$ cat src/rtl/fir_bank_ctrl.sv
// fir_bank_ctrl: coefficient-load and per-sample MAC sweep sequencer for the banked FIR.
// Host writes are steered to one coefficient bank; each accepted strobe reads every tap of all banks.
//
// state  | meaning
// S_IDLE | after reset, waiting for the first coefficient update request
// S_LOAD | host writes steered into the addressed bank
// S_WAIT | coefficients ready, waiting for a sample strobe
// S_RUN  | read sweep, one tap per cycle across all banks
// S_SUM  | one-cycle sum phase, filter output valid
module fir_bank_ctrl #(
  parameter int P_BANKS = 4,
  parameter int P_TAPS  = 10,
  parameter int P_DW    = 16,
  parameter int P_AW    = 4,
  parameter int P_IW    = 6
) (
  input  logic                      clk_sys_i,
  input  logic                      rst_b_i,
  input  logic                      en_sample_i,
  input  logic                      coeff_update_i,
  input  logic                      csn_ram_i,
  input  logic                      wrn_ram_i,
  input  logic [P_IW-1:0]           num_of_coeff_i,
  input  logic signed [P_DW-1:0]    wr_dt_ram_i,
  output logic [P_BANKS-1:0]        csn_ram_o,
  output logic [P_BANKS-1:0]        wrn_ram_o,
  output logic [P_BANKS*P_AW-1:0]   addr_ram_o,
  output logic [P_BANKS*P_DW-1:0]   wr_dt_ram_o,
  output logic [P_AW-1:0]           sel_o,
  output logic                      en_delay_o,
  output logic                      en_add_o,
  output logic                      en_acc_o,
  output logic                      done_o,
  output logic                      busy_o,
  output logic                      err_idx_o,
  output logic                      overrun_o
);

  localparam int              N_COEFF  = P_BANKS * P_TAPS;
  localparam logic [P_AW-1:0] LAST_TAP = P_AW'(P_TAPS - 1);

  typedef enum logic [2:0] {S_IDLE, S_LOAD, S_WAIT, S_RUN, S_SUM} state_e;

  state_e          state_q;
  logic [P_AW-1:0] cnt_q;
  logic            en_mac_q;
  logic            err_idx_q;
  logic            overrun_q;

  logic [31:0] idx_w;
  logic        wr_req_w;
  logic        idx_ok_w;
  logic        load_wr_w;

  assign idx_w     = 32'(num_of_coeff_i);
  assign wr_req_w  = !csn_ram_i && !wrn_ram_i;
  assign idx_ok_w  = idx_w < 32'(N_COEFF);
  assign load_wr_w = (state_q == S_LOAD) && wr_req_w && idx_ok_w;

  always_ff @(posedge clk_sys_i or negedge rst_b_i) begin
    if (!rst_b_i) begin
      state_q   <= S_IDLE;
      cnt_q     <= '0;
      en_mac_q  <= 1'b0;
      err_idx_q <= 1'b0;
      overrun_q <= 1'b0;
    end else begin
      en_mac_q <= (state_q == S_RUN);
      // a strobe during a sweep is dropped; the sweep itself is never cut short
      if (en_sample_i && (state_q == S_RUN || state_q == S_SUM))
        overrun_q <= 1'b1;
      case (state_q)
        S_IDLE: begin
          if (coeff_update_i && wr_req_w) begin
            state_q   <= S_LOAD;
            err_idx_q <= 1'b0;
          end
        end
        S_LOAD: begin
          if (wr_req_w && !idx_ok_w)
            err_idx_q <= 1'b1;
          if (!coeff_update_i)
            state_q <= S_WAIT;
        end
        S_WAIT: begin
          if (coeff_update_i) begin
            state_q   <= S_LOAD;
            err_idx_q <= 1'b0;
          end else if (en_sample_i) begin
            state_q <= S_RUN;
            cnt_q   <= '0;
          end
        end
        S_RUN: begin
          if (cnt_q == LAST_TAP) begin
            state_q <= S_SUM;
            cnt_q   <= '0;
          end else begin
            cnt_q <= cnt_q + 1'b1;
          end
        end
        S_SUM:   state_q <= S_WAIT;
        default: state_q <= S_IDLE;
      endcase
    end
  end

  // reads are Moore from state/counter; the load path follows the host inputs directly
  always_comb begin
    csn_ram_o   = '1;
    wrn_ram_o   = '1;
    addr_ram_o  = '0;
    wr_dt_ram_o = '0;
    if (state_q == S_RUN) begin
      csn_ram_o = '0;
      for (int b = 0; b < P_BANKS; b++)
        addr_ram_o[b*P_AW +: P_AW] = cnt_q;
    end else if (load_wr_w) begin
      for (int b = 0; b < P_BANKS; b++) begin
        if (idx_w >= 32'(b * P_TAPS) && idx_w < 32'((b + 1) * P_TAPS)) begin
          csn_ram_o[b]                = 1'b0;
          wrn_ram_o[b]                = 1'b0;
          addr_ram_o[b*P_AW +: P_AW]  = P_AW'(idx_w - 32'(b * P_TAPS));
          wr_dt_ram_o[b*P_DW +: P_DW] = wr_dt_ram_i;
        end
      end
    end
  end

  assign en_delay_o = (state_q == S_WAIT) && !coeff_update_i && en_sample_i;
  assign sel_o      = (state_q == S_RUN) ? cnt_q : '0;
  assign done_o     = (state_q == S_SUM);
  assign busy_o     = (state_q == S_RUN) || (state_q == S_SUM);
  assign en_add_o   = en_mac_q;
  assign en_acc_o   = en_mac_q;
  assign err_idx_o  = err_idx_q;
  assign overrun_o  = overrun_q;

endmodule

$ cat config.mk
export PLATFORM = sky130hd
export DESIGN_NAME = fir_bank_ctrl
export DESIGN_NICKNAME = d
export VERILOG_FILES = /design/src/rtl/fir_bank_ctrl.sv
export SDC_FILE = /design/constraint.sdc
export NUM_CORES = 1
export LEC_CHECK = 0
export ABC_CLOCK_PERIOD_IN_PS = 1500
export BUFFER_PORTS_ARGS = -buffer_cell sky130_fd_sc_hd__buf_2
export CORE_UTILIZATION = 35
export CTS_CLUSTER_DIAMETER = 50
export DETAILED_ROUTE_END_ITERATION = 7
export GPL_TIMING_DRIVEN = 0
export MAX_ROUTING_LAYER = met4
export PLACE_DENSITY = 0.84
export SYNTH_ARGS = -nofsm -noshare
export SYNTH_HDL_FRONTEND = slang
export SYNTH_SLANG_ARGS = --single-unit
$ cat constraint.sdc
create_clock -name clk_sys_i -period 1.5 [get_ports clk_sys_i]
set_input_delay 0.075 -clock clk_sys_i [delete_from_list [all_inputs] [get_ports clk_sys_i]]
set_output_delay 0.075 -clock clk_sys_i [all_outputs]
set_load 0.05 [all_outputs]
==> results.sh, run 1 <==
export IMPL_status="aborted with a tool error"
export IMPL_flow_stopped_at="global routing"
export IMPL_error_line="[ERROR DPL-0038] Utilization greater than 100%, impossible to legalize"
export IMPL_ios=127
export IMPL_avgSynthCellArea_um2=7.11
export IMPL_htreeDepth=1
export IMPL_root_buffer="clkbuf_8"
export IMPL_synth_ff_type="dfrtp_1"
export IMPL_synth_seq_cells=10
export IMPL_die_w_um=66.5
export IMPL_hpwl_mm=4.32
export IMPL_synth_edf_count=0
export IMPL_fp_dieH_um=66.5
export IMPL_async_reset_ff_frac=1.00
export IMPL_synth_top_area_cell="and3_1"
export IMPL_syn_inst=205
export IMPL_yosys_warnings=0
export IMPL_fp_row_count=23
export IMPL_crit_endpoint="addr_ram_o[12]"
export IMPL_port_buffers=126
export IMPL_clkSinkCount=10
export IMPL_synthDominantCellAreaShare=0.283
export IMPL_numCtsBuffers=3
export IMPL_finalWeightedCongestion=0.769
export IMPL_ctsLongestPathBuffers=2
export IMPL_grt_max_degree=11
export IMPL_ys_seq_area_frac=0.172
export IMPL_yosysUniqueCellTypes=41
export IMPL_syn_area_mm2=0.00146
export IMPL_synthTopCellsByArea="and3_1, dfrtp_1, ha_1"
export IMPL_start_util=0.364
export IMPL_synth_nets=241
export IMPL_endpoint_type="primary output"
## through the flow
stage,std cells,worst slack (ns),area (um^2)
2_1_floorplan,205,-0.259,1820
3_3_place_gp,381,-0.754,2510
3_5_place_dp,381,-0.749,2510
4_1_cts,408,-0.366,3800
## Yosys cell counts (all sizes together), types with 2 or more instances
cell	count
clkbuf	14
nand2	23
a211oi	4
ha	8
o31ai	2
inv	13
dfrtp	10
a21oi	5
nand3	8
o21ai	16
buf	7
a32o	4
and3	66
nor2	4
mux2i	2
## timing repair
item	in CTS
buffers inserted	19
setup endpoints to repair	94
hold buffers	1
hold endpoints to repair	10
pin swaps	16
cloned	4
gates resized for setup	299
## cells by family after synthesis
family / Yosys count / synth area share
AOI/OAI and AO/OA: 39 / 0.185
xor gates and xnor gates: 2 / 0.0120
and+or+nand+nor: 110 / 0.438
adders and majority gates: 8 / 0.0687
buffers and inverters: 34 / 0.112
DFF: 10 / 0.172
muxes: 2 / 0.0137
==> run 2, diff against run 1 <==
Settings changed: ABC_CLOCK_PERIOD_IN_PS 1500 to 1950, CORE_UTILIZATION 35 to 39, CTS_CLUSTER_DIAMETER 50 to unset, MAX_ROUTING_LAYER met4 to unset, PLACE_DENSITY 0.84 to unset, PLACE_DENSITY_LB_ADDON set to 0.15.
Clock period 1.5 ns to 1.95 ns, I/O delays scaled along.
==> results.sh, run 2 <==
export IMPL_grtUsageMet2=0.539
export IMPL_drc=0
export IMPL_dp_slack_ns=-0.0856
export IMPL_worstHoldPathType="input port to register"
export IMPL_pwr_share_comb=0.765
export IMPL_fin_skew_ns=0.000689
export IMPL_cap_violations=0
export IMPL_netlist_top_cells_count="and3_1, nand2_1, inv_1"
export IMPL_slew_viol_final=0
export IMPL_root_buffer="clkbuf_8"
export IMPL_slew_headroom=0.607
export IMPL_top_usage_layer="met2"
export IMPL_clkSinkCount=10
export IMPL_cp_end_kind="primary output"
export IMPL_first_global_vias=1920
export IMPL_yosysUniqueCellTypes=41
export IMPL_ios=127
export IMPL_grt_overflow_total=0
export IMPL_arrival_ns=1.80
export IMPL_grt_max_degree=11
export IMPL_startpoint_type="input port"
export IMPL_worst_setup_path_type="input port to primary output"
export IMPL_wl_per_cell_um=16.7
export IMPL_grtUsageTotal=0.296
export IMPL_diodes=0
export IMPL_power_density_mw_per_mm2=899
export IMPL_fp_row_count=21
export IMPL_synth_edf_count=0
export IMPL_grt_util_met3=0.0525
export IMPL_status="finished clean"
export IMPL_vias=2138
export IMPL_multi_input_area_mm2=0.00116
export IMPL_final_cell_mix="and3_1, buf_6, buf_2, buf_4, nand2_1"
export IMPL_fin_tns_setup_ns=0
export IMPL_setup_viol=0
export IMPL_clkSlewWorstSetupHoldPaths_ns=0.04
export IMPL_met1_usage=0.353
export IMPL_htreeDepth=1
export IMPL_drive_above_1_share=0.530
export IMPL_synth_ff_type="dfrtp_1"
export IMPL_syn2layout_area_growth_pct=89.6
export IMPL_synth_top_area_cell="and3_1"
export IMPL_drt_initial_drc_count=172
export IMPL_postLayoutCoreUtil=0.797
export IMPL_switchingPower_uw=1440
export IMPL_fin_nets=376
export IMPL_synth_seq_cells=10
export IMPL_synthDominantCellAreaShare=0.283
export IMPL_clockPowerShare=0.083
export IMPL_ctsLongestPathBuffers=2
export IMPL_final_common_cell="and3_1"
export IMPL_path_max_fanout=10
export IMPL_drtPass1Iterations=4
export IMPL_p_int_uw=1050
export IMPL_grt_pass1_wl_mm=9.41
export IMPL_fp_dieH_um=63.1
export IMPL_setup_ws_ns=0.0488
export IMPL_seqCellArea_um2=251
export IMPL_tritoncts="built"
export IMPL_syn_area_mm2=0.00146
export IMPL_hold_viol=0
export IMPL_max_slew_worst_pin_slew_ns=0.590
export IMPL_port_buffers=126
export IMPL_drt_wl_total_mm=6.40
export IMPL_finalWeightedCongestion=0.840
export IMPL_n_fill_cell=255
export IMPL_viasPerCell=5.57
export IMPL_antenna_found_initial=0
export IMPL_async_reset_ff_frac=1.00
export IMPL_core_area_mm2=0.00347
export IMPL_whs_ns=0.117
export IMPL_p_leak_uw=0.00168
export IMPL_p_seq_frac=0.152
export IMPL_top_regs="cnt_q (4), state_q (3)"
export IMPL_largest_register_ffs=4
export IMPL_syn_inst=205
export IMPL_fin_crit_ns=1.90
export IMPL_start_util=0.420
export IMPL_fmax_mhz=526
export IMPL_die_area_mm2=0.00399
export IMPL_synth_nets=241
export IMPL_fin_crit_sh=0.975
export IMPL_synth_most_common_cell="and3_1"
export IMPL_p_sw_frac=0.578
export IMPL_clk_latency_ns=0.23
export IMPL_drtAntennaViolNets=0
export IMPL_ys_seq_area_frac=0.172
export IMPL_hpwl_mm=4.11
export IMPL_numCtsBuffers=3
export IMPL_ir_drop_mv=0.401
export IMPL_yosys_warnings=0
export IMPL_cp_required_ns=1.85
export IMPL_largest_register="cnt_q"
export IMPL_die_w_um=63.1
export IMPL_avgSynthCellArea_um2=7.11
export IMPL_synthTopCellsByArea="and3_1, dfrtp_1, ha_1"
==> run 2: logic make-up (layout without fill, tap and decap cells) <==
| kind of cell | after synthesis | in the layout | share of synthesized area |
|---|---|---|---|
| and+or+nand+nor | 110 | 111 | 0.438 |
| AOI/OAI and AO/OA | 39 | 39 | 0.185 |
| buffers and inverters | 34 | 166 | 0.112 |
| DFF | 10 | 10 | 0.172 |
| adders and majority gates | 8 | 8 | 0.0687 |
| xor gates and xnor gates | 2 | 2 | 0.0120 |
| muxes | 2 | 2 | 0.0137 |
==> run 2: power by group through the flow <==
stage	combinational, uW	clock [uW]	sequential (uW)
after CTS	1810	214	372
after floorplan	1280	0	419
after global routing	2010	228	387
final	1900	207	377
after global placement	1670	0	369
after detailed placement	1690	0	374
==> run 2: timing repair <==
item                                    4_1_cts  5_1_grt
endpoints found under the setup margin       88       87
hold endpoints to repair                     10        0
buffers inserted                              1        1
gates resized for setup                     118       48
hold buffers                                  1        0
pin swaps                                     1        2
cloned                                        0        2
==> run 2: critical path, stage by stage <==
cell	delay, ns
buf_2	0.13
inv_1	0.14
ha_1	0.20
a211oi_1	0.08
a211oi_1	0.30
clkbuf_2	0.29
nand2_2	0.15
o21ai_4	0.13
buf_2	0.27
==> run 2: final timing paths <==
check,from,endpoint,slack [ns],cells after the start
hold / removal,en_sample_i,overrun_o,0.12,2
min in group asynchronous,rst_b_i,en_acc_o,0.26,2
hold reg to reg,overrun_o,overrun_o,0.45,1
setup / recovery,num_of_coeff_i[2],addr_ram_o[6],0.05,9
setup reg to reg,state_q[0],state_q[1],0.46,6
max in group asynchronous,rst_b_i,state_q[2],1.48,2
==> run 2: area by class of cell <==
type,instances,share of cell area
Buffer,20,0.0548
Multi-Input combinational cell,162,0.419
Tap cell,46,0.0208
Clock buffer,3,0.0149
Inverter,13,0.0177
Sequential cell,10,0.0910
Timing Repair Buffer,130,0.382
==> run 2: routing by layer <==
layer  routed length, um  vias up  share of wire
met3                 502       11          0.078
met5                   0        -              0
met2                3330      127           0.52
met4                  94        0          0.015
li1                    -     1003              -
met1                2470      997           0.39
==> run 2: metrics by stage <==
step                instances  total power (uW)  area (um^2)
floorplan                 205              1700         1520
global placement          377              2040         2210
detailed placement        377              2070         2210
CTS                       382              2390         2600
global route              384              2620         2760
finish                    384              2480         2760
(Power assumes the default switching activity.)
==> run 3, diff against run 2 <==
Settings changed: ABC_AREA set to 1.
==> results.sh, run 3 <==
export IMPL_wl_per_cell_um=13.1
export IMPL_worst_setup_path_type="register to primary output"
export IMPL_slew_viol_final=0
export IMPL_placed_area_mm2=0.00219
export IMPL_fin_crit_ns=1.90
export IMPL_finalWeightedCongestion=0.925
export IMPL_cp_end_kind="primary output"
export IMPL_drtAntennaViolNets=0
export IMPL_grt_max_degree=11
export IMPL_rsz0062_at_grt="yes"
export IMPL_async_reset_ff_frac=1.00
export IMPL_cap_violations=0
export IMPL_largest_register_ffs=4
export IMPL_numCtsBuffers=3
export IMPL_seqCellArea_um2=250
export IMPL_diodes=0
export IMPL_antenna_found_initial=0
export IMPL_fin_crit_sh=0.974
export IMPL_port_buffers=126
export IMPL_grt_pass1_wl_mm=8.25
export IMPL_dp_cells=425
export IMPL_stdcell_count=441
export IMPL_synth_edf_count=0
export IMPL_htreeDepth=1
export IMPL_fp_row_count=21
export IMPL_arrival_ns=1.80
export IMPL_timing_rr_end="cnt_q[3]"
export IMPL_synth_nets=289
export IMPL_startpoint="state_q[1]"
export IMPL_root_buffer="clkbuf_8"
export IMPL_cp_required_ns=1.85
export IMPL_drtPass1Iterations=4
export IMPL_syn2layout_area_growth_pct=77.5
export IMPL_top_regs="cnt_q (4), state_q (3)"
export IMPL_drc=0
export IMPL_final_common_cell="buf_2"
export IMPL_syn_area_mm2=0.00147
export IMPL_ios=127
export IMPL_grt_util_met3=0.0272
export IMPL_fin_skew_ns=0.00274
export IMPL_grt_overflow_total=0
export IMPL_grtUsageTotal=0.262
export IMPL_met1_usage=0.315
export IMPL_n_fill_cell=299
export IMPL_final_cell_mix="buf_2, nor2_1, inv_1, nand2_1, buf_4"
export IMPL_first_global_vias=1731
export IMPL_synth_ff_type="dfrtp_1"
export IMPL_grtUsageMet2=0.478
export IMPL_power_density_mw_per_mm2=945
export IMPL_multi_input_area_mm2=0.00107
export IMPL_hold_viol=0
export IMPL_start_util=0.422
export IMPL_synthTopCellsByArea="nor2_1, dfrtp_1, inv_1"
export IMPL_tritoncts="built"
export IMPL_clk_latency_ns=0.24
export IMPL_synth_most_common_cell="nor2_1"
export IMPL_ys_seq_area_frac=0.171
export IMPL_rr_startpoint="state_q[1]"
export IMPL_hpwl_mm=4.16
export IMPL_die_area_mm2=0.00401
export IMPL_drt_initial_drc_count=101
export IMPL_r2r_cells=7
export IMPL_synth_top_area_cell="nor2_1"
export IMPL_p_leak_uw=0.00160
export IMPL_slew_headroom=0.643
export IMPL_path_max_fanout=10
export IMPL_clkSinkCount=10
export IMPL_synth_seq_cells=10
export IMPL_netlist_top_cells_count="nor2_1, inv_1, nand2_1"
export IMPL_fp_dieH_um=63.3
export IMPL_drive_above_1_share=0.484
export IMPL_fin_nets=432
export IMPL_crit_end="wr_dt_ram_o[29]"
export IMPL_worstHoldPathType="input port to register"
export IMPL_status="finished clean"
export IMPL_drt_wl_total_mm=5.76
export IMPL_syn_inst=253
export IMPL_ir_drop_mv=0.962
export IMPL_yosysUniqueCellTypes=30
export IMPL_largest_register="cnt_q"
export IMPL_avgSynthCellArea_um2=5.79
export IMPL_ctsLongestPathBuffers=2
export IMPL_fmax_mhz=527
export IMPL_top_usage_layer="met2"
export IMPL_max_slew_worst_pin_slew_ns=0.530
export IMPL_viasPerCell=4.79
export IMPL_fin_area_mm2=0.00260
export IMPL_synthDominantCellAreaShare=0.187
export IMPL_yosys_warnings=0
export IMPL_startpoint_type="register"
export IMPL_die_w_um=63.3
export IMPL_setup_viol=0
export IMPL_clkSlewWorstSetupHoldPaths_ns=0.04
export IMPL_rrSetupSlack_ns=0.42
export IMPL_core_area_mm2=0.00347
export IMPL_postLayoutCoreUtil=0.750
export IMPL_vias=2113
## run 3: cell types whose count changed after synthesis, moves of 4 or more
| cell | previous run | this run |
|---|---|---|
| nand3_1 | 8 | 18 |
| nor2_2 | 0 | 9 |
| nand2_1 | 20 | 39 |
| clkbuf_2 | 6 | 0 |
| nor2_1 | 4 | 73 |
| a32o_1 | 4 | 0 |
| inv_1 | 13 | 42 |
| and3_1 | 66 | 0 |
| clkbuf_1 | 8 | 0 |
## run 3: what timing repair did
item	CTS	global route
setup endpoints to repair	45	77
gates resized for setup	49	33
endpoints found under the hold margin	10	0
hold buffers	1	0
pin swaps	2	3
setup buffers	0	8
cloned	0	3
## run 3: where the power goes
part	internal, uW	switching, uW	total [uW]
combinational	535	1300	1830
clock	177	80.2	258
sequential	289	79.8	369
## run 3: cell families after synthesis
| logic type | count (synthesis) | synth area share |
|---|---|---|
| xor gates and xnor gates | 3 | 0.0179 |
| DFF | 10 | 0.171 |
| and+or+nand+nor | 152 | 0.469 |
| AOI/OAI and AO/OA | 25 | 0.108 |
| buffers and inverters | 55 | 0.167 |
| adders and majority gates | 8 | 0.0683 |
## run 3: worst max-delay path, stage by stage (launching register included)
cell	delay, ns
dfrtp_1	0.35
buf_2	0.16
inv_2	0.09
nand3_4	0.09
nor2_8	0.21
nand2_2	0.10
buf_2	0.21
nor2_1	0.13
buf_4	0.22
## run 3: per-stage QoR
stage | hold slack (ns) | setup WS, ns | power [uW] | TNS (ns)
2_1_floorplan | -0.198 | -0.0790 | 1660 | -2.21
3_3_place_gp | -0.0304 | 0.161 | 2000 | 0
3_5_place_dp | -0.0306 | 0.153 | 2020 | 0
4_1_cts | 0.0890 | -0.00330 | 2320 | -0.00621
5_1_grt | 0.104 | -0.0462 | 2620 | -0.219
6_report | 0.0949 | 0.0509 | 2460 | 0
## run 3: area by class of cell
type | instances | area share
repair buffers | 136 | 0.348
inverters | 46 | 0.0674
well taps | 46 | 0.0221
clock buffers | 4 | 0.0212
flip-flops and latches | 10 | 0.0962
plain buffers | 9 | 0.0322
multi-input cells | 190 | 0.412
## run 3: how the worst min path moves through the flow
stage	from	end	slack, ns	depth (start not counted)
after global placement	rst_b_i	en_acc_o	-0.03	1
after global routing	en_sample_i	overrun_o	0.10	2
after floorplan	rst_b_i	cnt_q[0]	-0.20	0
after detailed placement	rst_b_i	en_acc_o	-0.03	1
final	en_sample_i	overrun_o	0.09	2
after CTS	en_sample_i	overrun_o	0.09	2
## run 3: layer usage
layer	wire [um]	share of wire
met3	345	0.060
met5	0	0
met4	101	0.018
met1	2320	0.40
met2	3000	0.52
